**src/rtl/bkm_iter_ctrl.sv**
```systemverilog
// bkm_iter_ctrl: iteration sequencer for one folded bkm_step instance.
// Accepts an operation, prefetches LUT entry 0, steps bkm_step through
// iterations 0..n_last, then holds the result until the consumer takes it.
// Optional build macro: BKM_ITER_CTRL_ABORT_EN adds an 'abort' input that
// drops the in-flight operation back to IDLE without issuing out_valid.
module bkm_iter_ctrl #(
    parameter int LOG2N = 3
) (
    input  logic             clk,
    input  logic             srst,
    input  logic             enable,
`ifdef BKM_ITER_CTRL_ABORT_EN
    input  logic             abort,
`endif
    input  logic             in_valid,
    output logic             in_ready,
    input  logic             in_mode,
    input  logic [1:0]       in_format,
    input  logic [LOG2N-1:0] in_n_last,
    output logic             step_mode,
    output logic [1:0]       step_format,
    output logic [LOG2N-1:0] step_n,
    output logic             step_en,
    output logic             step_load,
    output logic [LOG2N-1:0] lut_addr,
    output logic             lut_rd,
    output logic             out_valid,
    input  logic             out_ready,
    output logic             busy
);

    typedef enum logic [1:0] {IDLE, PREF, ITER, DONE} state_t;

    state_t           state_q, state_d;
    logic [LOG2N-1:0] k_q, k_d;
    logic [LOG2N-1:0] nlast_q, nlast_d;
    logic             mode_q, mode_d;
    logic [1:0]       fmt_q, fmt_d;

    logic abort_w;
    logic kill;
    logic accept;
    logic is_last;

`ifdef BKM_ITER_CTRL_ABORT_EN
    assign abort_w = abort;
`else
    assign abort_w = 1'b0;
`endif

    // abort only matters while an operation is in flight and the block is enabled
    assign kill    = enable & abort_w & (state_q != IDLE);
    assign is_last = (k_q == nlast_q);
    assign in_ready = enable & ~abort_w &
                      ((state_q == IDLE) | ((state_q == DONE) & out_ready));
    assign accept  = in_valid & in_ready;

    // state, iteration counter and latched operation fields
    always_ff @(posedge clk) begin
        if (srst) begin
            state_q <= IDLE;
            k_q     <= '0;
            nlast_q <= '0;
            mode_q  <= 1'b0;
            fmt_q   <= 2'd0;
        end else begin
            state_q <= state_d;
            k_q     <= k_d;
            nlast_q <= nlast_d;
            mode_q  <= mode_d;
            fmt_q   <= fmt_d;
        end
    end

    // next-state: everything freezes while enable is low
    always_comb begin
        state_d = state_q;
        k_d     = k_q;
        nlast_d = nlast_q;
        mode_d  = mode_q;
        fmt_d   = fmt_q;
        if (enable) begin
            case (state_q)
                IDLE: if (accept) state_d = PREF;
                PREF: begin
                    state_d = ITER;
                    k_d     = '0;
                end
                // last-iteration check comes before the increment, so k never wraps
                ITER: begin
                    if (is_last) state_d = DONE;
                    else         k_d     = k_q + LOG2N'(1);
                end
                DONE: if (out_ready) state_d = accept ? PREF : IDLE;
                default: state_d = IDLE;
            endcase
            if (accept) begin
                k_d     = '0;
                nlast_d = in_n_last;
                mode_d  = in_mode;
                fmt_d   = in_format;
            end
            if (kill) state_d = IDLE;
        end
    end

    // output decode: strobes are Moore outputs of the state, gated by enable/abort
    always_comb begin
        step_mode   = mode_q;
        step_format = fmt_q;
        step_n      = k_q;
        busy        = (state_q != IDLE) & ~kill;
        out_valid   = (state_q == DONE) & ~kill;
        step_en     = enable & ~kill & (state_q == ITER);
        step_load   = ~kill & (state_q == ITER) & (k_q == '0);
        lut_rd      = 1'b0;
        lut_addr    = '0;
        if (state_q == PREF) begin
            lut_rd = enable & ~kill;
        end else if ((state_q == ITER) && !is_last) begin
            lut_rd   = enable & ~kill;
            lut_addr = k_q + LOG2N'(1);
        end
    end

endmodule

```
**config.mk**
```make
export PLATFORM = sky130hd
export DESIGN_NAME = bkm_iter_ctrl
export DESIGN_NICKNAME = d
export VERILOG_FILES = /design/src/rtl/bkm_iter_ctrl.sv
export SDC_FILE = /design/constraint.sdc
export NUM_CORES = 1
export LEC_CHECK = 0
export CAP_MARGIN = 20
export CORE_ASPECT_RATIO = 1.2
export CORE_MARGIN = 4
export CORE_UTILIZATION = 26
export CTS_BUF_LIST = sky130_fd_sc_hd__clkbuf_8
export CTS_CLUSTER_DIAMETER = 100
export DETAILED_ROUTE_END_ITERATION = 8
export PLACE_DENSITY = 0.64
export SYNTH_ARGS = -nofsm -noshare
export SYNTH_HDL_FRONTEND = slang
export SYNTH_SLANG_ARGS = --single-unit
```
**constraint.sdc**
```tcl
create_clock -name clk -period 1.6 [get_ports clk]
set_clock_uncertainty 0.05 [all_clocks]
set_input_delay 0.48 -clock clk [delete_from_list [all_inputs] [get_ports clk]]
set_output_delay 0.48 -clock clk [all_outputs]
set_load 0.05 [all_outputs]
```
# Word level (Yosys, flattened, before mapping)
# Index checks and enable logic that the tools add are counted.
[word_totals] wordCells=41 inputBits=11 reg_bits=11
[op_classes] add_sub_neg=1 n_mux=12 n_bitwise=6 eq_ne=8 n_reduce_logical=9
[ops] operator="2-to-1 mux 3 bit" count=4
[ops] operator="case mux 2 bit (4 select lines)" count=1
[ops] operator="2-to-1 mux 2 bit" count=3
[ops] operator="case mux 3 bit (2 select lines)" count=1
[ops] operator="bitwise AND 1 bit" count=5
[ops] operator="equality test 2 bit, second input constant" count=2
[ops] operator="inequality test 2 bit, second input constant" count=2
[ops] operator="AND reduction 4 bit" count=1
[ops] operator="adder 3 x 1 -> 3 bit, second input constant" count=1
[ops] operator="equality test 3 bit" count=1
[ops] operator="logical NOT 3 bit" count=1
[ops] operator="2-to-1 mux 1 bit" count=3
[ops] operator="inequality test 3 bit, second input constant" count=1
[ops] operator="AND reduction 3 bit" count=1
[ops] operator="nonzero test 3 bit" count=1
[ops] operator="equality test 2 x 1 -> 1 bit, second input constant" count=1
[ops] operator="logical NOT 2 bit" count=1
[ops] operator="inequality test 2 x 1 -> 1 bit, second input constant" count=1
[ops] operator="AND reduction 2 bit" count=1
[ops] operator="nonzero test 2 bit" count=1
[ops] operator="logical AND 1 bit" count=1
[ops] operator="logical NOT 1 bit" count=1
[ops] operator="OR 1 bit" count=1

# Logic depth before layout (Yosys ltp)
[depth] ltp_word=8 depth_mapped=7 mapped_depth_nobuf=6

# Worst setup path after synthesis
# No wires, ideal clock.
[synth_timing] path_kind="reg2out" from="register k_q[0] (netlist: step_n[0])" to="output lut_addr[1]" arrival_time_ps=2308 stages_incl_launch_ff=4 required_ps=1070 path_buffers=0 path_slack_ps=-1238 path_cell_list="dfxtp_1 > xor2_1 > o31ai_1 > nor3b_1"
[synth_via] elab_chain_len=5 elab_cells_between_ends=6 classes_between="add/sub: 1; eq/ne: 1; mux: 2; reduce/logical: 2"
[synth_lines] element="from (decl)" line_no="35" source="logic [LOG2N-1:0] k_q, k_d;"
[synth_lines] element="from (signal assigned)" line_no="68" source="k_q <= k_d;"
[synth_lines] element="parallel branches: the longest is 3 deep, another holds adder 3 x 1 -> 3 bit"
[synth_lines] element="2-to-1 mux 3 bit (*)" line_no="120" source="end else if ((state_q == ITER) && !is_last) begin"
[synth_lines] element="2-to-1 mux 3 bit (*)" line_no="118" source="if (state_q == PREF) begin"
[synth_lines] element="to (decl)" line_no="25" source="output logic [LOG2N-1:0] lut_addr,"
# Mark *: on every way between the ends.

# Worst setup path in the final report
[layout_timing] from="register nlast_q[2]" to="output lut_rd"
[layout_via] elab_chain_len=5
[layout_lines] element="from (decl)" line_no="36" source="logic [LOG2N-1:0] nlast_q, nlast_d;"
[layout_lines] element="from (signal assigned)" line_no="69" source="nlast_q <= nlast_d;"
[layout_lines] element="equality test 3 bit" line_no="53" source="assign is_last = (k_q == nlast_q);"
[layout_lines] element="logical NOT 1 bit" line_no="120"
[layout_lines] element="logical AND 1 bit" line_no="120"
[layout_lines] element="2-to-1 mux 1 bit" line_no="120"
[layout_lines] element="2-to-1 mux 1 bit" line_no="118"
[layout_lines] element="to (decl)" line_no="26" source="output logic lut_rd,"
# Every way passes these cells.

==> results.md <==
Critical path:
- The worst setup path startpoint is nlast_q[2]$_SDFFE_PP0P_.
- The startpoint identified for the worst register-to-register timing path is state_q[1]$_SDFFE_PP0P_.
- The critical path startpoint category is a flop.
- The sort of element at the end of the critical path is an output pin.
- The maximum fanout along the worst path is 3.
- The data required time at the worst endpoint is 1070 ps.
- STA puts the critical path data arrival time at 1470 ps.
- The flop-to-flop setup slack is -160 ps.
- The worst setup path is of the reg -> out kind.

Timing:
- Setup repair after global routing could not meet its margin everywhere.
- Subtracting the final worst setup slack from the clock period gives 2000 ps.
- Based on the critical path, the design can be clocked at up to 0.499 GHz.
- The number of pins with negative max-slew slack in the final report is 0.
- Summed over all failing endpoints, the final setup total negative slack is -3300 ps.
- The final hold violation count came to 0.
- In this run the tightest slew margin relative to its limit is 0.705.
- At the pin with the least slew margin, the transition time is 437 ps.
- Once routing completed, OpenROAD measured the worst setup slack at -404 ps.
- The portion of the clock cycle consumed by the worst path in the final layout is 1.25.
- The count of endpoints failing setup in the final report is 21.

Synth:
- The mapped netlist covers 694 µm².
- The register bit count reported by yosys is 11.
- The Yosys step of the flow raised 0 warnings.
- Synthesis produced 87 cells.
- The number of nets in the synthesized netlist is 105.
- The average footprint of a synthesized cell is 7.98 µm².
- Yosys mapped the design onto 31 distinct sky130hd cell types.
- The fraction of the yosys area taken by sequential cells is 0.317.

Placement:
- The count of buffers added on input and output ports is 25.
- In this run, placement finished with an instance count of 169.
- Detailed placement finished with a half-perimeter wire length of 1890 µm.
- The last weighted congestion value of the routability-driven placer is 0.826.

Cells and area:
- The top cell types in the final layout, fill and taps aside, are 30 x sky130_fd_sc_hd__buf_4, 15 x sky130_fd_sc_hd__buf_12, 12 x sky130_fd_sc_hd__buf_6.
- From synthesis to final layout, the design area changed by 170%.
- The final layout contains 174 nets.
- The antenna diode count is 0.
- Of the cells placed in the final design, the portion with a size suffix greater than 1 is 0.710.
- Once layout is complete, the utilization of the core stands at 0.735.
- The library cell used most frequently in the layout, excluding fill and tap cells, is sky130_fd_sc_hd__buf_4.
- The count of non-filler cells in the finished layout is 188.

Detailed routing:
- After the first detailed-routing iteration, the DRC count stood at 7.
- The average vias per placed instance is 4.88.
- The via total after detailed routing is 917.
- After detailed routing, the average wire length per cell comes to 15.0 µm.
- The number of search-and-repair iterations in the first detailed-routing pass is 4.
- The detail route stage leaves a number of antenna-violating nets equal to 0.
- The DRC violations left is 0.
- The aggregate routed wire length is 2820 µm.

Floorplan:
- The die span in x is 55.2 µm.
- The initial core utilization is 0.272.
- In this run the standard cell core region covers 2550 µm².
- After floorplanning, the core was divided into 20 placement rows.
- 26 I/O pins were placed.
- The die covers 3560 µm².
- The die span in y is 64.6 µm.

Clock network:
- The buffer type at the clock tree root is sky130_fd_sc_hd__clkbuf_8.
- After clock tree synthesis, the flow added hold-fix buffers numbering 0.
- The tree built by TritonCTS fans out to 11 sinks.
- The CTS tree is yes.
- The later pin in the worst-skew pair is clocked with a latency of 230 ps.
- In this run the deepest clock path goes through 2 buffers.
- In this run the number of H-tree levels came out at 1.
- In this run, CTS created clock tree buffers numbering 3.
- After clock tree synthesis, the clock-pin slew on the worst setup and hold paths is 50 ps.

Pwr:
- The total chip power is 1060 µW.
- The worst-case vdd ir drop is 0.000479 V.
- The static power due to leakage is 0.000728 µW.
- Power spread over the standard cell area amounts to 564 nW/µm².

Hold path:
- The worst hold path startpoint is step_format[0]$_SDFFE_PP0P_.
- The path class of the tightest hold or removal check is reg -> reg.

Global route:
- The global-route wire length before repair is 4400 µm.
- The via count of the first global-routing pass came to 963.
- After global routing the overflow that remains totals 0.
- The number of antenna violations at the first check in global routing is 0.
- The maximum number of pins on one net before global-route repair is 8.
- The combined global-route utilization of all metal layers is 0.167.

Outcome:
- The final reports fail on negative setup slack.
- The flow ran to the end, but the final reports show violations.

Job:
- The tool flagged a number of max-cap violations equal to 0.
layout make-up:
class                      count  area, µm²
timing repair buffer          67        761
clock inverter                 1       3.75
fill                         181        676
inverter                       6       33.8
clock buffer                   3       41.3
multi-input combinational     67        748
sequential                    11        248
tap                           33       41.3
Yosys cell counts (all sizes together):
cell type | n | share of area
ha | 7 | 0.13
nand4 | 1 | 0.0090
o31a | 2 | 0.025
and2 | 1 | 0.0090
or3b | 1 | 0.013
a21oi | 8 | 0.058
nor4b | 1 | 0.013
xnor2 | 1 | 0.013
o21a | 1 | 0.011
nand3 | 1 | 0.0072
nor2 | 4 | 0.022
o311ai | 1 | 0.013
nand2b | 2 | 0.018
nor3 | 4 | 0.029
clkbuf | 3 | 0.016
a31oi | 2 | 0.018
nor2b | 1 | 0.0090
a311oi | 2 | 0.025
a41oi | 1 | 0.013
o21ai | 2 | 0.014
nor3b | 1 | 0.011
o211ai | 1 | 0.011
nand2 | 14 | 0.076
o221ai | 1 | 0.013
o2111ai | 1 | 0.013
xor2 | 3 | 0.038
o31ai | 1 | 0.011
dfxtp | 11 | 0.32
or2 | 1 | 0.0090
nand3b | 1 | 0.011
inv | 6 | 0.032
flip-flops by register name, summed over array words and instances, names as in the netlist:
register	flops
state_q	2
step_mode	1
step_n	3
nlast_q	3
step_format	2
power breakdown:
group	switching (µW)	internal, µW
registers	21.6	283
clock network	99.8	168
logic	231	255
total	353	706
repair_timing:
item / 4_1_cts / 5_1_grt
resized for setup: 35 / 29
pin swaps: 10 / 19
buffers inserted: 8 / 12
endpoints found under the setup margin: 20 / 20
routing by layer:
metal  up-vias  global-route usage  share of wire
met2        22               0.306           0.57
met1       442               0.185           0.38
met5         -                   0              0
met3         8              0.0276          0.024
li1        445                   -              -
met4         0              0.0517          0.024
path summary, 6_finish.rpt:
path | endpoint | depth (start not counted)
setup / recovery | lut_rd | 4
hold / removal | step_format[0]$_SDFFE_PP0P_ | 2
setup reg to reg | step_n[0]$_SDFFE_PP0P_ | 9
hold reg to reg | step_format[0]$_SDFFE_PP0P_ | 2
stage by stage:
step           hold slack, ps  instance area (µm²)  worst slack [ps]
2_1_floorplan             447                  871              -264
3_3_place_gp              429                 1500              -303
3_5_place_dp              441                 1500              -396
4_1_cts                   448                 1730              -405
5_1_grt                   466                 1880              -446
6_report                  444                 1880              -404
critical path, stage by stage (launching register included):
cell,delay (ps)
sky130_fd_sc_hd__dfxtp_4,360
sky130_fd_sc_hd__xor2_4,190
sky130_fd_sc_hd__o31a_1,340
sky130_fd_sc_hd__o21a_4,210
sky130_fd_sc_hd__buf_12,140
cell families (layout without fill, tap and decap cells):
family,Yosys count,after routing,share of synthesized area
xor+xnor,4,4,0.0505
buf+inv,9,77,0.0486
fa+ha+maj,7,7,0.126
simple gates,33,33,0.234
compound gates,23,23,0.223
flops,11,11,0.317
Power figures use the tool's default switching activity.
